<file path="src/rtl/pendigits_eval_sequencer.sv">
// Evaluation sequencer for the pendigits classifiers: fetches ROM test cases, drives the
// classifier, samples its prediction after a settle delay and streams scored result beats.
module pendigits_eval_sequencer #(
  parameter int unsigned FEAT_CNT      = 16,
  parameter int unsigned FEAT_BITS     = 4,
  parameter int unsigned CLASS_CNT     = 10,
  parameter int unsigned TEST_CNT      = 1000,
  parameter int unsigned SETTLE_CYCLES = 5,
  localparam int unsigned IDX_BITS     = (TEST_CNT > 1) ? $clog2(TEST_CNT) : 1,
  localparam int unsigned CNT_BITS     = $clog2(TEST_CNT + 1),
  localparam int unsigned PRED_BITS    = $clog2(CLASS_CNT),
  localparam int unsigned WORD_BITS    = FEAT_CNT * FEAT_BITS
) (
  input  logic                 clk,
  input  logic                 rst_n,
  input  logic                 start,
  output logic [IDX_BITS-1:0]  tc_addr,
  input  logic [WORD_BITS-1:0] tc_data,
  input  logic [PRED_BITS-1:0] tc_label,
  output logic [WORD_BITS-1:0] features,
  input  logic [PRED_BITS-1:0] prediction,
  output logic                 res_valid,
  input  logic                 res_ready,
  output logic [IDX_BITS-1:0]  res_index,
  output logic [PRED_BITS-1:0] res_pred,
  output logic                 res_correct,
  output logic [CNT_BITS-1:0]  correct_cnt,
  output logic                 busy,
  output logic                 done
);

  localparam int unsigned SETTLE_BITS = (SETTLE_CYCLES > 1) ? $clog2(SETTLE_CYCLES) : 1;

  localparam logic [IDX_BITS-1:0]    LastIdx    = IDX_BITS'(TEST_CNT - 1);
  localparam logic [SETTLE_BITS-1:0] SettleLoad = SETTLE_BITS'(SETTLE_CYCLES - 1);
  // One extra bit so a class count that is a power of two still compares correctly.
  localparam logic [PRED_BITS:0]     ClassLim   = (PRED_BITS + 1)'(CLASS_CNT);

  typedef enum logic [2:0] {
    StIdle,
    StAddr,
    StLoad,
    StSettle,
    StReport,
    StDone
  } state_e;

  state_e                 state_q;
  logic [IDX_BITS-1:0]    idx_q;
  logic [PRED_BITS-1:0]   label_q;
  logic [SETTLE_BITS-1:0] settle_q;
  logic                   pred_ok;

  assign pred_ok   = (prediction == label_q) && ({1'b0, prediction} < ClassLim);
  assign tc_addr   = idx_q;
  assign res_index = idx_q;

  always_ff @(posedge clk) begin
    if (!rst_n) begin
      state_q     <= StIdle;
      idx_q       <= '0;
      label_q     <= '0;
      settle_q    <= '0;
      features    <= '0;
      res_valid   <= 1'b0;
      res_pred    <= '0;
      res_correct <= 1'b0;
      correct_cnt <= '0;
      busy        <= 1'b0;
      done        <= 1'b0;
    end else begin
      unique case (state_q)
        StIdle, StDone: begin
          if (start) begin
            state_q     <= StAddr;
            idx_q       <= '0;
            correct_cnt <= '0;
            busy        <= 1'b1;
            done        <= 1'b0;
          end
        end
        StAddr: state_q <= StLoad;
        StLoad: begin
          features <= tc_data;
          label_q  <= tc_label;
          settle_q <= SettleLoad;
          state_q  <= StSettle;
        end
        StSettle: begin
          if (settle_q == '0) begin
            res_pred    <= prediction;
            res_correct <= pred_ok;
            res_valid   <= 1'b1;
            state_q     <= StReport;
          end else begin
            settle_q <= settle_q - 1'b1;
          end
        end
        StReport: begin
          // Beat fields stay frozen until the consumer takes the beat.
          if (res_ready) begin
            res_valid   <= 1'b0;
            correct_cnt <= correct_cnt + CNT_BITS'(res_correct);
            if (idx_q == LastIdx) begin
              state_q <= StDone;
              busy    <= 1'b0;
              done    <= 1'b1;
            end else begin
              idx_q   <= idx_q + 1'b1;
              state_q <= StAddr;
            end
          end
        end
        default: state_q <= StIdle;
      endcase
    end
  end

endmodule

</file>
<file path="config.mk">
export PLATFORM = sky130hd
export DESIGN_NAME = pendigits_eval_sequencer
export DESIGN_NICKNAME = d
export VERILOG_FILES = /design/src/rtl/pendigits_eval_sequencer.sv
export SDC_FILE = /design/constraint.sdc
export NUM_CORES = 1
export LEC_CHECK = 0
export ABC_AREA = 1
export BUFFER_PORTS_ARGS = -buffer_cell sky130_fd_sc_hd__buf_2
export CORE_MARGIN = 1
export CORE_UTILIZATION = 43
export DETAILED_ROUTE_END_ITERATION = 7
export PLACE_DENSITY = 0.85
export SETUP_SLACK_MARGIN = 0.2
export SYNTH_ARGS = -nofsm -noshare
export SYNTH_HDL_FRONTEND = slang
export SYNTH_SLANG_ARGS = --single-unit
</file>
<file path="constraint.sdc">
create_clock -name clk -period 1.4 [get_ports clk]
set_input_delay 0.14 -clock clk [delete_from_list [all_inputs] [get_ports clk]]
set_output_delay 0.14 -clock clk [all_outputs]
set_load 0.01 [all_outputs]
</file>
* Yosys cells after proc, flatten, opt, wreduce, memory -nomap -nowiden
Index checks and enable logic that the tools add are counted.
Word-level totals: bits of input ports 76, word-level logic and storage cells 66, output and inout bits 102, bits in registers 102
Cells by class: add/sub/neg operators 3, muxes and demuxes 24, reductions and logical operators 14, order comparisons 1, equality and inequality tests 13
Operators with widths (count):
- 10-bit two-way mux | 4
- 10-bit case mux with 2 select lines | 2
- 3-bit two-way mux | 5
- 3-bit case mux with 5 select lines | 1
- 2-bit != test (second input constant) | 6
- 10-bit by 1-bit adder with 10-bit output | 1
- 10-bit by 1-bit adder with 10-bit output (second input constant) | 1
- 10-bit equality test (second input constant) | 1
- 3-bit AND reduction | 3
- 1-bit two-way mux | 8
- 4-bit AND reduction | 2
- 3-bit by 2-bit equality test with 1-bit output (second input constant) | 2
- 3-bit equality test (second input constant) | 2
- 3-bit logical NOT | 2
- 1-bit case mux with 2 select lines | 3
- 3-bit case mux with 2 select lines | 1
- 2-bit nonzero test | 3
- 4-bit equality test | 1
- 4-bit less-than comparator (second input constant) | 1
- 2-bit AND reduction | 2
- 3-bit by 1-bit equality test with 1-bit output (second input constant) | 1
- 3-bit by 1-bit subtractor with 3-bit output (second input constant) | 1
- 2-bit OR reduction | 1
- 1-bit logical AND | 1

* Longest topological paths before layout
Gate-level depths: netlist of the first run.
depth after elaboration 4, mapped depth 10, depth with buffers taken out 10

* Worst setup path after synthesis of the first run
No wires, ideal clock.
path type register to register, from reg idx_q[1] (netlist: res_index[1]), to reg idx_q[5] (netlist: res_index[5]), setup slack -11 ps, clock period less this slack 1411 ps, library setup time 70 ps, required time 1330 ps, arrival time 1340 ps, buffers on the path 1, cell stages (with the launch flop) 9, cells stage by stage dfxtp_1 > ha_1 > nand3_1 > nor2_1 > nand2_1 > nand4_2 > buf_4 > nand2_1 > a21oi_1
Between the ends: cells in the longest elaborated chain, start to end 4, elaborated cells on any way between the ends 7, those cells by class 1 x add/sub; 2 x eq/ne; 3 x mux; 1 x reduce/logical
Ends and longest elaborated chain:
- start: declaration | line 49 | logic [IDX_BITS-1:0] idx_q;
- start signal: assignment | line 109 | idx_q <= idx_q + 1'b1;
- 10-bit by 1-bit adder with 10-bit output | line 109
- 10-bit two-way mux | line 104 | if (idx_q == LastIdx) begin
- 10-bit two-way mux | line 101 | if (res_ready) begin
- 10-bit case mux with 2 select lines | line 72 | unique case (state_q)
Several ways; a longest one is shown, not always the timed one. The select of a mux whose other input is x is not followed. A chain may end at the register's enable or synchronous reset.

* Worst setup path after layout of the first run
from reg state_q[0], to reg features[63]
Between the ends: cells in the longest elaborated chain, start to end 1
Ends and longest elaborated chain:
- start: declaration | line 48 | state_e state_q;
- start signal: assignment | line 60 | state_q <= StIdle;
- start signal: assignment | line 75 | state_q <= StAddr;
- start signal: assignment | line 82 | StAddr: state_q <= StLoad;
- 3-bit by 2-bit equality test with 1-bit output | line 72
- end signal: assignment | line 84 | features <= tc_data;
- end: declaration | line 20 | output logic [WORD_BITS-1:0] features,
No other way between the ends.

==> impl_metrics.json, run 1 <==
{
  "hold_viol_final": 0,
  "viasPerCell": 5.40,
  "root_buffer": "clkbuf_8",
  "grt_first_pass_wirelength_um": 24400,
  "synth_nets": 674,
  "cap_violations": 0,
  "die_h_um": 102,
  "grt_max_degree": 88,
  "async_flop_share": 0,
  "path_max_fanout": 7,
  "cp.required_ns": 1.64,
  "track_usage": 0.301,
  "peakVddDrop_mv": 1.10,
  "cp_top_family": "flip-flops",
  "synth_cells": 593,
  "combPwrFrac": 0.533,
  "chipWidth_um": 102,
  "ys.flop_type": "dfxtp_1",
  "clkTransAtPathRegs_ns": 0.11,
  "slew_headroom": 0.618,
  "hp-class": "input pin to register",
  "synth_warnings": 0,
  "io_pins": 178,
  "avgSynthCellArea_um2": 7.27,
  "worstPathCellList": "inv_4 -> nand2_4 -> nor2_4 -> buf_6 -> buf_8 -> buf_12 -> o21ai_0 -> nor2_1",
  "slew_violations": 0,
  "antenna_found_initial": 1,
  "p_int_mw": 8.10,
  "status": "finished with violations",
  "synth-edff-count": 0,
  "cpMaxStageDelayCell": "dfxtp_4",
  "sw_frac_of_total": 0.436,
  "dp_hpwl_um": 7950,
  "p_per_area_nw_per_um2": 1880,
  "vias": 5398,
  "drtIter0Drc": 256,
  "io_buffers": 177,
  "wirelength_um": 18700,
  "place_area_um2": 5460,
  "drive_gt1_frac": 0.526,
  "synthDistinctLibCells": 33,
  "fin_util": 0.786,
  "overflow": 0,
  "end_kind": "register",
  "ys_ff_latch": 102,
  "nets": 941,
  "first_pass_iters": 5,
  "worst_pin_slew_ns": 0.573,
  "skew_ns": 0.0191,
  "cp_num_buf_inv": 4,
  "p_seq_frac": 0.316,
  "critPathMaxStageDelay_ns": 0.44,
  "max_freq_mhz": 662,
  "crit_path_start_kind": "register",
  "n_fill_cell": 560,
  "clock_path_buffers": 2,
  "clk_latency_ns": 0.38,
  "stdcell_area_um2": 7640,
  "dieArea_um2": 10400,
  "tritoncts": "done",
  "wl_per_cell_um": 18.7,
  "synth_area_um2": 4310,
  "rows": 36,
  "cts_buffers": 9,
  "grt_pass1_vias": 5195,
  "synth_area_leaders": "dfxtp_1, nor2_1, o21ai_0, nand2_1, o21ai_1",
  "syn2layout_area_growth_pct": 77.4,
  "power_switching_mw": 6.27,
  "synthMostInstantiatedCell": "nor2_1",
  "route.detailed.drc": 0,
  "start_util": 0.443,
  "p_leak_nw": 3.49,
  "synth_top_area_share": 0.474,
  "power.total_mw": 14.4,
  "synth.largest_area_cell": "dfxtp_1",
  "period_minus_slack_ns": 1.51,
  "cts_sinks": 102,
  "power_frac_clock": 0.151,
  "arrival_ns": 1.75,
  "fin_ws_ns": -0.110,
  "htreeDepth": 3,
  "place_congestion": 0.835,
  "coreArea_um2": 9730,
  "finalSetupViolCount": 8,
  "min_period_over_period": 1.08,
  "ant_nets": 0,
  "violations": "setup timing",
  "rsz0062_at_grt": "true",
  "crit_type": "register to register",
  "ys_top_cells_by_count": "nor2_1, dfxtp_1, nand2_1",
  "yosysSeqAreaShare": 0.474
}
[worst reg2reg max path: cells and delay by family, from the launching register on]
family	cells	cell delay, ns
AO/OA/AOI/OAI	1	0.27
buffers and inverters	4	0.44
flip-flops	1	0.44
AND/OR/NAND/NOR	3	0.23
[timing repair]
| action | CTS | global route |
|---|---|---|
| endpoints found under the hold margin | 55 | 0 |
| buffers inserted | 23 | 7 |
| resized for setup | 86 | 191 |
| pin swaps | 21 | 36 |
| setup endpoints to repair | 101 | 101 |
| cloned | 6 | 6 |
| hold buffers | 55 | 0 |
[worst paths after layout]
path,to,cells past startpoint,slack [ns],start
setup / recovery,features[63],8,-0.11,state_q[0]
hold / removal,features[4],3,0.0001,tc_data[4]
setup reg to reg,features[63],8,-0.11,state_q[0]
hold reg to reg,done,2,0.47,done
[final cells by class]
class / instances / area (µm²) / share of cell area
Timing Repair inverter: 1 / 8.76 / 0.00115
Antenna cell: 1 / 2.50 / 0.000327
Tap cell: 133 / 166 / 0.0218
Inverter: 38 / 173 / 0.0226
Timing Repair Buffer: 292 / 2180 / 0.286
Multi-Input combinational cell: 416 / 2800 / 0.366
Sequential cell: 102 / 2080 / 0.272
Clock inverter: 6 / 83.8 / 0.0110
Clock buffer: 10 / 149 / 0.0195
[metal layers]
| metal | global-route usage | wire [µm] | up-vias |
|---|---|---|---|
| li1 | - | - | 2442 |
| met1 | 0.320 | 6700 | 2512 |
| met2 | 0.549 | 9410 | 337 |
| met3 | 0.0698 | 1530 | 107 |
| met4 | 0.165 | 1080 | 0 |
| met5 | 0 | 0 | - |
[through the flow]
stage / setup slack (ns) / setup TNS [ns] / hold WS [ns] / cells
after floorplan: 0.171 / 0 / 0.275 / 593
after global placement: 0.0714 / 0 / 0.359 / 885
after detailed placement: 0.00120 / 0 / 0.369 / 885
after CTS: 0.0840 / 0 / 0.000360 / 985
after global routing: -0.159 / -1.64 / 0.00991 / 999
final: -0.110 / -0.231 / 0.0000978 / 999
[state kept, by name (all words and copies together), names as in the netlist, 3 cells and up]
name	cells
state_q	3
settle_q	3
res_pred	4
label_q	4
correct_cnt	10
features	64
res_index	10
[logic make-up after synthesis]
logic type,share of synthesized area
xor+xnor,0.00610
fa+ha+maj,0.0145
buf+inv,0.0836
compound gates,0.155
simple gates,0.267
flops,0.474
[power groups by stage]
stage | clock network, mW | logic [mW] | registers (mW)
global route | 2.30 | 8.12 | 4.62
CTS | 2.13 | 5.80 | 4.33
finish | 2.17 | 7.66 | 4.53
floorplan | 0 | 2.53 | 4.71
detailed placement | 0 | 4.42 | 4.35
global placement | 0 | 4.32 | 4.35
[placed cells by master (no fill, tap or decap), types with 6 or more instances in the layout]
| cell type | instances |
|---|---|
| nor2_4 | 42 |
| dfxtp_1 | 88 |
| nand3_1 | 11 |
| nor2_2 | 29 |
| buf_12 | 6 |
| buf_4 | 33 |
| dfxtp_4 | 7 |
| nand2_2 | 20 |
| clkbuf_8 | 9 |
| a21oi_2 | 14 |
| o21ai_1 | 34 |
| o21ai_2 | 19 |
| nand2_1 | 30 |
| buf_6 | 10 |
| o21ai_0 | 29 |
| a21oi_1 | 14 |
| nor2_1 | 112 |
| buf_2 | 177 |
| dfxtp_2 | 7 |
| o21ai_4 | 6 |
| nand2_4 | 14 |
| dlygate4sd3_1 | 55 |
| inv_2 | 10 |
| inv_1 | 22 |
| nand3_2 | 11 |
Power figures use the tool's default switching activity.
==> run 2: changes to the inputs <==
--- a/config.mk
+++ b/config.mk
@@ -7,9 +7,10 @@
 export LEC_CHECK = 0
 export ABC_AREA = 1
 export BUFFER_PORTS_ARGS = -buffer_cell sky130_fd_sc_hd__buf_2
-export CORE_MARGIN = 1
+export CORE_MARGIN = 1.5
 export CORE_UTILIZATION = 43
 export DETAILED_ROUTE_END_ITERATION = 7
+export HOLD_SLACK_MARGIN = 0.12
 export PLACE_DENSITY = 0.85
 export SETUP_SLACK_MARGIN = 0.2
 export SYNTH_ARGS = -nofsm -noshare
==> run 2 against run 1 <==
The run still ends with setup timing left. Critical path depth unchanged. Sequential power increased by 1%. Fmax increased by 1.9%. Clock-buffer cell count unchanged. Sequential cell count unchanged. Core utilization decreased by 0.28 points. Final area decreased by 0.36%. Cell count increased by 1.6%. Critical path type unchanged. Largest power group unchanged.
==> impl_metrics.json, run 2 (synthesized netlist as in run 1, its figures left out) <==
{
  "cp_common_cell": "buf_12",
  "cp_top_family": "buffers and inverters",
  "finalSetupViolCount": 2,
  "top_register": "features",
  "start_util": 0.443,
  "rows": 36,
  "multiInputGateArea_um2": 2620,
  "hp-class": "input pin to register",
  "min_from": "start",
  "end_kind": "register",
  "track_usage": 0.287,
  "sw_frac_of_total": 0.442,
  "crit_cells": 8,
  "vias": 5523,
  "crit_path_start_kind": "register",
  "p_leak_nw": 3.50,
  "path_max_fanout": 6,
  "timing.rr.end": "features[30]",
  "cts_sinks": 102,
  "antenna_found_initial": 0,
  "largest_reg_flops": 64,
  "rsz0062_at_grt": "true",
  "grt_pass1_vias": 5148,
  "coreArea_um2": 9730,
  "wirelength_um": 19000,
  "hold_viol_final": 0,
  "place_congestion": 0.843,
  "cp_num_buf_inv": 4,
  "combPwrFrac": 0.537,
  "route.detailed.drc": 0,
  "io_pins": 178,
  "slew_violations": 0,
  "cpMaxStageDelayCell": "dfxtp_4",
  "htreeDepth": 3,
  "crit_type": "register to register",
  "root_buffer": "clkbuf_8",
  "critPathMaxStageDelay_ns": 0.39,
  "drive_gt1_frac": 0.489,
  "clock_path_buffers": 2,
  "worstSetupStartpoint": "state_q[2]",
  "worst_pin_slew_ns": 0.435,
  "n_fill_cell": 548,
  "p_int_mw": 7.80,
  "wl_met1_um": 6730,
  "wl_met3_um": 1660,
  "hold_depth": 3,
  "syn2layout_area_growth_pct": 76.7,
  "tritoncts": "done",
  "skew_ns": 0.0352,
  "stdcell_area_um2": 7620,
  "dieArea_um2": 10600,
  "peakVddDrop_mv": 1.18,
  "dp_hpwl_um": 7920,
  "p_seq_frac": 0.328,
  "place_area_um2": 5460,
  "cap_violations": 0,
  "arrival_ns": 1.80,
  "period_minus_slack_ns": 1.48,
  "viasPerCell": 5.44,
  "r2r-start": "state_q[2]",
  "nets": 957,
  "drtIter0Drc": 310,
  "met2_length_um": 9610,
  "routed.top_layer": "met4",
  "status": "finished with violations",
  "final_cell_mix": "buf_2, nor2_1, dfxtp_1",
  "clkTransAtPathRegs_ns": 0.14,
  "r2r_slack_ns": -0.08,
  "wl_per_cell_um": 18.7,
  "final_common_cell": "buf_2",
  "max_freq_mhz": 675,
  "violations": "setup timing",
  "overflow": 0,
  "fin_util": 0.783,
  "slew_headroom": 0.710,
  "reg2reg_depth": 8,
  "hold_end": "busy",
  "final-seq-area_um2": 2080,
  "die_h_um": 103,
  "io_buffers": 177,
  "first_pass_iters": 7,
  "p_per_area_nw_per_um2": 1830,
  "cp.required_ns": 1.72,
  "worstPathCellList": "inv_6 -> nand2_4 -> nor2_4 -> buf_12 -> buf_12 -> clkbuf_16 -> o21ai_2 -> nor2_1",
  "ant_nets": 0,
  "clk_latency_ns": 0.39,
  "fin_ws_ns": -0.0821,
  "grt_first_pass_wirelength_um": 23700,
  "cts_buffers": 9,
  "power_frac_clock": 0.135,
  "power_switching_mw": 6.17,
  "chipWidth_um": 103,
  "min_period_over_period": 1.06,
  "grt_max_degree": 48
}
run 2: metrics by stage:
| step | total power, mW | instances | worst slack (ns) | setup TNS, ns | hold slack [ns] |
|---|---|---|---|---|---|
| floorplan | 7.25 | 593 | 0.171 | 0 | 0.275 |
| global placement | 8.65 | 886 | 0.0744 | 0 | 0.360 |
| detailed placement | 8.76 | 886 | 0.0330 | 0 | 0.369 |
| CTS | 11.9 | 1000 | 0.0970 | 0 | 0.129 |
| global route | 14.5 | 1014 | -0.106 | -0.790 | 0.131 |
| finish | 14.0 | 1015 | -0.0821 | -0.0823 | 0.150 |
run 2: worst max-delay path by stage:
stage	endpoint	slack, ns
floorplan	correct_cnt[8]	0.17
global placement	res_index[6]	0.07
detailed placement	features[44]	0.03
CTS	features[1]	0.1
global route	features[30]	-0.11
finish	features[30]	-0.08
run 2: worst register-to-register path: stages, from the launching register on:
cell and delay [ns]:
dfxtp_4 0.39, inv_6 0.08, nand2_4 0.07, nor2_4 0.17, buf_12 0.15, buf_12 0.13, clkbuf_16 0.17, o21ai_2 0.08
nor2_1 0.21
run 2: power by group through the flow:
stage	clock network (mW)	logic [mW]	registers [mW]
5_1_grt	1.98	7.92	4.65
3_5_place_dp	0	4.39	4.36
4_1_cts	1.87	5.68	4.34
6_report	1.89	7.50	4.59
3_3_place_gp	0	4.30	4.35
2_1_floorplan	0	2.53	4.71
run 2: routing by layer:
metal  vias to the layer above  global-route usage
li1                       2467                   -
met1                      2591               0.322
met2                       360               0.512
met3                       105              0.0746
met4                         0               0.124
met5                         -                   0
run 2: cell type report:
class                      count  share of cell area
timing repair inverter         1            0.000821
sequential                   102               0.273
inverter                      38              0.0237
timing repair buffer         308               0.311
clock inverter                 6             0.00821
clock buffer                  10              0.0168
tap                          133              0.0218
antenna                        1            0.000329
multi-input combinational    416               0.345
run 2: what timing repair did:
item | CTS | global route
hold buffers | 74 | 0
setup endpoints to repair | 99 | 105
gates cloned | 5 | 6
pin swaps | 24 | 47
endpoints found under the hold margin | 72 | 0
buffers inserted | 19 | 8
gates resized for setup | 84 | 167
